## config.mk

```make
export PLATFORM = sky130hd
export DESIGN_NAME = fifo_uart_tx
export DESIGN_NICKNAME = d
export VERILOG_FILES = /design/src/rtl/fifo_uart_tx.sv
export SDC_FILE = /design/constraint.sdc
export NUM_CORES = 1
export LEC_CHECK = 0
export ABC_AREA = 1
export ABC_CLOCK_PERIOD_IN_PS = 4400
export BUFFER_PORTS_ARGS = -buffer_cell sky130_fd_sc_hd__buf_2
export CAP_MARGIN = 5
export CORE_MARGIN = 2
export CORE_UTILIZATION = 45
export DETAILED_ROUTE_END_ITERATION = 6
export PLACE_DENSITY_LB_ADDON = 0.1
export SLEW_MARGIN = 20
export SYNTH_ARGS = -nofsm -noshare
export SYNTH_HDL_FRONTEND = slang
export SYNTH_SLANG_ARGS = --single-unit
```

## constraint.sdc

```tcl
create_clock -name clock -period 4.4 [get_ports clock]
set_input_delay 1.32 -clock clock [delete_from_list [all_inputs] [get_ports clock]]
set_output_delay 1.32 -clock clock [all_outputs]
set_load 0.1 [all_outputs]
```

## src/rtl/fifo_uart_tx.sv

```systemverilog
// fifo_uart_tx
//   Drain side of the synchronous byte FIFO. It pops one word at a time and
//   shifts it out on an asynchronous serial line. Frame layout: start bit,
//   data bits LSB first, an optional parity bit, then a stop bit.
//
// Parameters
//   CLKS_PER_BIT  clock cycles per serial bit (2..65535)
//   DATA_WIDTH    data bits per frame; equals the FIFO word width
//   PARITY_EN     1 inserts a parity bit after the last data bit
//   PARITY_ODD    with PARITY_EN=1: 0 = even parity, 1 = odd parity
//
// Ports
//   clock           system clock, rising edge
//   reset           asynchronous, active-high reset
//   tx_enable       level; allows new frames to start
//   fifo_empty      FIFO empty flag
//   fifo_read_data  FIFO registered read data, valid the cycle after a pop
//   fifo_r_enable   FIFO read enable, one cycle per byte
//   tx_serial       serial line, idle high, registered
//   busy            high in every state except idle
//   frame_done      one-cycle pulse in the last cycle of the stop bit
module fifo_uart_tx #(
    parameter int unsigned CLKS_PER_BIT = 16,
    parameter int unsigned DATA_WIDTH   = 8,
    parameter bit          PARITY_EN    = 1'b0,
    parameter bit          PARITY_ODD   = 1'b0
) (
    input  logic                  clock,
    input  logic                  reset,
    input  logic                  tx_enable,
    input  logic                  fifo_empty,
    input  logic [DATA_WIDTH-1:0] fifo_read_data,
    output logic                  fifo_r_enable,
    output logic                  tx_serial,
    output logic                  busy,
    output logic                  frame_done
);

    localparam int unsigned CntW = (CLKS_PER_BIT > 1) ? $clog2(CLKS_PER_BIT) : 1;
    localparam int unsigned BitW = (DATA_WIDTH > 1) ? $clog2(DATA_WIDTH) : 1;
    localparam logic [CntW-1:0] CntLast = CntW'(CLKS_PER_BIT - 1);
    localparam logic [BitW-1:0] BitLast = BitW'(DATA_WIDTH - 1);

    typedef enum logic [2:0] {
        StIdle,
        StPop,
        StLoad,
        StStart,
        StData,
        StParity,
        StStop
    } state_e;

    state_e                  state_q;
    logic [CntW-1:0]         cycle_cnt_q;
    logic [BitW-1:0]         bit_cnt_q;
    logic [DATA_WIDTH-1:0]   shift_q;
    logic [DATA_WIDTH-1:0]   shift_next;
    logic                    parity_q;
    logic                    tx_q;
    logic                    bit_end;
    logic                    start_ok;

    // Last cycle of the current serial bit.
    assign bit_end    = (cycle_cnt_q == CntLast);
    // The empty flag only matters in idle and at stop exit.
    assign start_ok   = tx_enable && !fifo_empty;
    assign shift_next = shift_q >> 1;

    always_ff @(posedge clock or posedge reset) begin
        if (reset) begin
            state_q     <= StIdle;
            cycle_cnt_q <= '0;
            bit_cnt_q   <= '0;
            shift_q     <= '0;
            parity_q    <= 1'b0;
            tx_q        <= 1'b1;
        end else begin
            case (state_q)
                StIdle: begin
                    tx_q        <= 1'b1;
                    cycle_cnt_q <= '0;
                    if (start_ok) begin
                        state_q <= StPop;
                    end
                end

                // Read enable is decoded from this state; the line stays high.
                StPop: begin
                    state_q <= StLoad;
                end

                // Read data is valid now; capture it and open the start bit.
                StLoad: begin
                    shift_q     <= fifo_read_data;
                    parity_q    <= (^fifo_read_data) ^ PARITY_ODD;
                    bit_cnt_q   <= '0;
                    cycle_cnt_q <= '0;
                    tx_q        <= 1'b0;
                    state_q     <= StStart;
                end

                StStart: begin
                    if (bit_end) begin
                        cycle_cnt_q <= '0;
                        tx_q        <= shift_q[0];
                        state_q     <= StData;
                    end else begin
                        cycle_cnt_q <= cycle_cnt_q + 1'b1;
                    end
                end

                StData: begin
                    if (bit_end) begin
                        cycle_cnt_q <= '0;
                        if (bit_cnt_q == BitLast) begin
                            bit_cnt_q <= '0;
                            if (PARITY_EN) begin
                                tx_q    <= parity_q;
                                state_q <= StParity;
                            end else begin
                                tx_q    <= 1'b1;
                                state_q <= StStop;
                            end
                        end else begin
                            shift_q   <= shift_next;
                            tx_q      <= shift_next[0];
                            bit_cnt_q <= bit_cnt_q + 1'b1;
                        end
                    end else begin
                        cycle_cnt_q <= cycle_cnt_q + 1'b1;
                    end
                end

                StParity: begin
                    if (bit_end) begin
                        cycle_cnt_q <= '0;
                        tx_q        <= 1'b1;
                        state_q     <= StStop;
                    end else begin
                        cycle_cnt_q <= cycle_cnt_q + 1'b1;
                    end
                end

                // Back-to-back frames skip idle; pop/load extend the stop bit by 2.
                StStop: begin
                    tx_q <= 1'b1;
                    if (bit_end) begin
                        cycle_cnt_q <= '0;
                        state_q     <= start_ok ? StPop : StIdle;
                    end else begin
                        cycle_cnt_q <= cycle_cnt_q + 1'b1;
                    end
                end

                default: begin
                    state_q     <= StIdle;
                    cycle_cnt_q <= '0;
                    tx_q        <= 1'b1;
                end
            endcase
        end
    end

    assign tx_serial     = tx_q;
    assign fifo_r_enable = (state_q == StPop);
    assign busy          = (state_q != StIdle);
    assign frame_done    = (state_q == StStop) && bit_end;

endmodule

```

==> flow_summary.toml, run 1 <==
[sta]
fin_crit_sh = 0.6946
relSlewSlack = 0.5156
setup_viol = 0
hold_violations = 0
slew_viol_final = 0
fin_tns_setup_ns = 0
fmax_ghz = 0.3272
grt_setup_unrepaired = "no"
clock_skew_ns = 0.001166
tightest_slew_ns = 0.7257
layout_min_cycle_time_ns = 3.056

[placed_design]
place_congestion = 0.9067
io_buffers = 15
dp_hpwl_um = 1585
placedCellCount = 178

[power]
p_switching_mw = 0.4844
p_int_mw = 0.4281
power.switching_fraction = 0.5309
ir_drop_mv = 0.3594
total_power_mw = 0.9125
p_per_area_mw_per_mm2 = 755.7
combPwrFrac = 0.560
seq_power_share = 0.343
power.share.clock = 0.097
p_leak_nw = 0.6282

[worst_hold_path]
hold_class = "reg -> reg"
min_delay_path_depth = 2
min_from = "tx_serial"
hold_end = "tx_serial"

[clock_network]
clk_pin_slew_ns = 0.11
cts_buffers = 3
hold_buffers = 0
cts_tree = "yes"
cts_max_path_buffers = 2
numClockSinks = 19
insertion_delay_ns = 0.29
cts-root-buf = "clkbuf_4"
post_cts_buffers = 0
htree_levels = 1
ctsResizeCount = 0

[floorplanning]
die_x_um = 53.52
core-area_mm2 = 0.002276
io_pins = 16
start_util = 0.4849
die_area_mm2 = 0.002864
die_h_um = 53.52
row_count = 17

[worst_setup_path]
worst_r2r_path_depth = 5
worstPathRequired_ns = 3.08
r2r_slack_ns = 2.72
r2r_start = "state_q[0]"
end_kind = "output pin"
critPathArrivalTime_ns = 1.74
start_kind = "flip-flop"
rr_endpoint = "bit_cnt_q[0]"
critPathMaxFanout = 9
crit_type = "reg -> out"

[routing]
vias_per_cell = 5.033
postRouteAntennaNets = 0
vias = 916
first_pass_iters = 4
routedWlPerCell_um = 11.62
totalWireLength_um = 2115
drc_errors = 0
drt-initial-drc-count = 35

[global_routing]
grt_pass1_wl_um = 3470
grt_max_degree = 20
grt_use_total = 0.1718
grt_pass1_vias = 806
antenna_found_initial = 0
grt.overflow.total = 0

[layout]
antenna_cells = 0
fin_cells = 182
area_growth_pct = 9.411
final_nets = 170
multiInputGateArea_um2 = 529.3
layout-drive-gt1-share = 0.2208
fillCellCount = 222
register_area_um2 = 476.7

[yosys]
synthFlopType = "dfrtp_1"
syn_area_per_cell_um2 = 7.939
async_flop_share = 1.000
yosysSeqAreaShare = 0.4320
synth_fp_nets = 154
ys_seq_elements = 19
ys_warn_count = 0
synth-edff-count = 0
syn-cell-area_mm2 = 0.001104
ys_types = 25
syn_inst = 139

[run]
maxCapViolCount = 0

[run_status]
status = "finished, final reports clean"
==> layout make-up <==
class	instances	share of cell area
Tap cell	28	0.02902
Clock buffer	4	0.02176
Inverter	16	0.05389
Multi-Input combinational cell	100	0.4383
Sequential cell	19	0.3948
Timing Repair Buffer	15	0.06218
==> synth_stat cells (2+ instances only) <==
cell type | instances | share of area
a21oi_1 | 3 | 0.014
buf_2 | 2 | 0.0091
dfrtp_1 | 18 | 0.41
ha_1 | 3 | 0.034
inv_1 | 12 | 0.041
inv_2 | 3 | 0.010
nand2_1 | 38 | 0.13
nand2_2 | 4 | 0.023
nand3_1 | 14 | 0.063
nand4_1 | 2 | 0.011
nor2_1 | 5 | 0.017
o21ai_0 | 14 | 0.063
o21ai_1 | 7 | 0.032
o21ai_2 | 3 | 0.024
==> how the worst max path moves through the flow <==
stage / start / cells past startpoint / slack, ns / end
detailed placement: state_q[0] / 3 / 1.68 / fifo_r_enable
global placement: state_q[0] / 3 / 1.71 / fifo_r_enable
CTS: state_q[0] / 3 / 1.34 / fifo_r_enable
finish: state_q[0] / 3 / 1.34 / fifo_r_enable
floorplan: cycle_cnt_q[0] / 3 / 1.04 / frame_done
global route: state_q[2] / 4 / 1.25 / fifo_r_enable
==> power groups by stage <==
stage / sequential, mW / clock (mW) / combinational, mW
CTS: 0.312 / 0.0942 / 0.515
global placement: 0.313 / 0 / 0.508
detailed placement: 0.316 / 0 / 0.512
floorplan: 0.319 / 0 / 0.440
global route: 0.320 / 0.102 / 0.577
finish: 0.313 / 0.0885 / 0.511
==> per-stage QoR <==
| stage | hold slack (ns) | cell area, um2 | utilization | worst slack, ns |
|---|---|---|---|---|
| CTS | 0.4811 | 1207 | 0.5305 | 1.340 |
| detailed placement | 0.4624 | 1181 | 0.5190 | 1.685 |
| global route | 0.5249 | 1207 | 0.5305 | 1.251 |
| global placement | 0.4619 | 1181 | 0.5190 | 1.709 |
| floorplan | 0.4490 | 1104 | - | 1.036 |
| finish | 0.4769 | 1207 | 0.5305 | 1.344 |
==> metal layers <==
layer / vias up / share of wire / GRT usage
met5: - / 0 / 0
met4: 0 / 0.0066 / 0.06410
met3: 2 / 0.035 / 0.03390
met2: 10 / 0.43 / 0.2572
met1: 420 / 0.52 / 0.2438
li1: 484 / - / -
==> worst max-delay path, cell delays in order (launching register included) <==
cell,delay (ns)
dfrtp_1,0.64
nand3_1,0.23
inv_2,0.14
buf_2,0.43
==> kinds of logic (layout without fill, tap and decap cells) <==
kind of cell,Yosys count,in the layout,synth area share
AND/OR/NAND/NOR,68,68,0.2982
flip-flops,19,19,0.4320
adder cells (fa/ha/maj),3,3,0.03402
buffers and inverters,20,35,0.08843
XOR/XNOR,1,1,0.007938
AO/OA/AOI/OAI,28,28,0.1395
==> placed cells by master, fill, tap and decap left out <==
master	Yosys	final
nand2_1	38	38
dfrtp_1	18	18
buf_2	2	15
nand3_1	14	14
o21ai_0	14	14
inv_1	12	12
o21ai_1	7	7
nor2_1	5	5
nand2_2	4	4
inv_2	3	3
o21ai_2	3	3
a21oi_1	3	3
ha_1	3	3
clkbuf_4	0	3
nand4_1	2	2
nor2_4	1	1
nand3b_1	1	1
nor2_8	1	1
nand2_4	1	1
nand3_2	1	1
clkinv_4	1	1
o21a_1	1	1
xor2_1	1	1
clkbuf_1	0	1
dfstp_2	1	1
==> flip-flops by register name, summed over array words and instances, names as in the netlist <==
signal	flops
bit_cnt_q	3
cycle_cnt_q	4
shift_q	8
state_q	3
tx_serial	1
Note: power is estimated with default switching activity, not from simulation.
==> run 2: changes to the inputs <==
Settings changed: ABC_CLOCK_PERIOD_IN_PS 4400 to 2500.
Clock period 4.4 ns to 2.5 ns, I/O delays scaled along.
==> flow_summary.toml, run 2 (synthesized netlist as in run 1, its figures left out) <==
[run_status]
status = "finished, final reports clean"

[power]
p_leak_nw = 0.6317
ir_drop_mv = 0.7699
p_per_area_mw_per_mm2 = 1315
total_power_mw = 1.605

[worst_setup_path]
start_kind = "flip-flop"
cp.buffers_inverters = 2
critPathCapture = "fifo_r_enable"
worst_r2r_path_depth = 8
critPathMaxFanout = 9
cpMaxStageDelayCell = "dfrtp_1"
crit_type = "reg -> out"
worstPathRequired_ns = 1.75
rr_endpoint = "state_q[2]"
crit_chain = "nand3_1, inv_2, buf_4"
cp-startpoint = "state_q[0]"
cp.depth = 3
crit_family = "flip-flops"
r2r_slack_ns = 0.85
r2r_start = "cycle_cnt_q[0]"
end_kind = "output pin"
critPathArrivalTime_ns = 1.60
cp_slowest_stage_delay_ns = 0.64

[clock_network]
hold_buffers = 0
clk_pin_slew_ns = 0.12
post_cts_buffers = 0
cts_max_path_buffers = 2
cts_buffers = 3
htree_levels = 1
insertion_delay_ns = 0.30
cts_tree = "yes"
numClockSinks = 19
cts-root-buf = "clkbuf_4"

[global_routing]
grt_use_total = 0.1819
antenna_found_initial = 0
grt_pass1_vias = 867
grt.overflow.total = 0
grt_pass1_wl_um = 3726
grt_max_degree = 20

[layout]
final_nets = 170
largest_register_ff_count = 8
layout_common_cells = "nand2_1, dfrtp_1, nand3_1, o21ai_0, buf_2"
fillCellCount = 207
layout-drive-gt1-share = 0.2338
largest_register = "shift_q"
antenna_cells = 0
multiInputGateArea_um2 = 531.8
fin_cells = 182
reg_top3 = "shift_q x8, cycle_cnt_q x4"
register_area_um2 = 476.7
final_common_cell = "nand2_1"
area_growth_pct = 10.54

[sta]
hold_violations = 0
tightest_slew_ns = 0.7258
slew_viol_final = 0
fin_crit_sh = 0.9395
grt_setup_unrepaired = "no"
setup_viol = 0
layout_min_cycle_time_ns = 2.349
fmax_ghz = 0.4257
clock_skew_ns = 0.008749
fin_tns_setup_ns = 0
relSlewSlack = 0.5156

[floorplanning]
row_count = 17
core-area_mm2 = 0.002276
die_area_mm2 = 0.002864
io_pins = 16
die_x_um = 53.52
start_util = 0.4849
die_h_um = 53.52

[routing]
vias = 930
vias_per_cell = 5.110
totalWireLength_um = 2015
postRouteAntennaNets = 0
first_pass_iters = 4
drt-initial-drc-count = 56
drc_errors = 0
routedWlPerCell_um = 11.07

[placed_design]
place_congestion = 0.9176
io_buffers = 15
dp_hpwl_um = 1532
placedCellCount = 178

[worst_hold_path]
min_delay_path_depth = 2
hold_class = "reg -> reg"

[run]
maxCapViolCount = 0
==> run 2: changes by cell type in the layout (fill, tap and decap cells not counted) <==
cell	change
nor2_1	-1
buf_2	-2
nor2_2	+1
buf_4	+1
clkinv_2	+1
clkbuf_1	-1
buf_6	+1
==> run 2: cell type report <==
class                   instances  share of cell area
clock buffers                   3             0.01846
clock inverters                 1            0.004103
inverters                      16             0.05333
multi-input cells             100              0.4359
flip-flops and latches         19              0.3908
well taps                      28             0.02872
repair buffers                 15             0.06872
==> run 2: worst min-delay path, cell delays in order (launching register included) <==
cell,delay [ns]
dfstp_2,0.39
inv_1,0.04
o21ai_1,0.07
==> run 2: worst min path at each step <==
stage / start / to / slack, ns
2_1_floorplan: shift_q[0] / shift_q[0] / 0.45
3_3_place_gp: tx_serial / tx_serial / 0.46
3_5_place_dp: tx_serial / tx_serial / 0.48
4_1_cts: tx_serial / tx_serial / 0.50
5_1_grt: tx_serial / tx_serial / 0.53
6_report: tx_serial / tx_serial / 0.49
==> run 2: per-stage QoR <==
stage	hold WS (ns)	util	cell area [um2]	setup WS (ns)
after floorplan	0.4490	-	1106	0.1499
after global placement	0.4623	0.5201	1184	0.3830
after detailed placement	0.4821	0.5201	1184	0.3384
after CTS	0.4993	0.5344	1216	0.1154
after global routing	0.5296	0.5360	1220	0.02908
final	0.4880	0.5360	1220	0.1512
==> run 2: metal layers <==
layer / track usage / part of all wire
met1: 0.2518 / 0.51
met4: 0.08120 / 0.0079
met2: 0.2737 / 0.44
met3: 0.03672 / 0.048
met5: 0 / 0
==> run 2: repair_timing <==
action	4_1_cts	5_1_grt
endpoints found under the setup margin	2	1
cloned	0	0
gates resized for setup	2	1
==> run 2: power breakdown <==
part           total (mW)  switching [mW]  leakage [nW]  internal (mW)
combinational       0.898           0.642         0.373          0.256
clock               0.157          0.0979        0.0177         0.0595
sequential          0.550           0.109         0.241          0.440
total                1.60           0.849         0.632          0.756
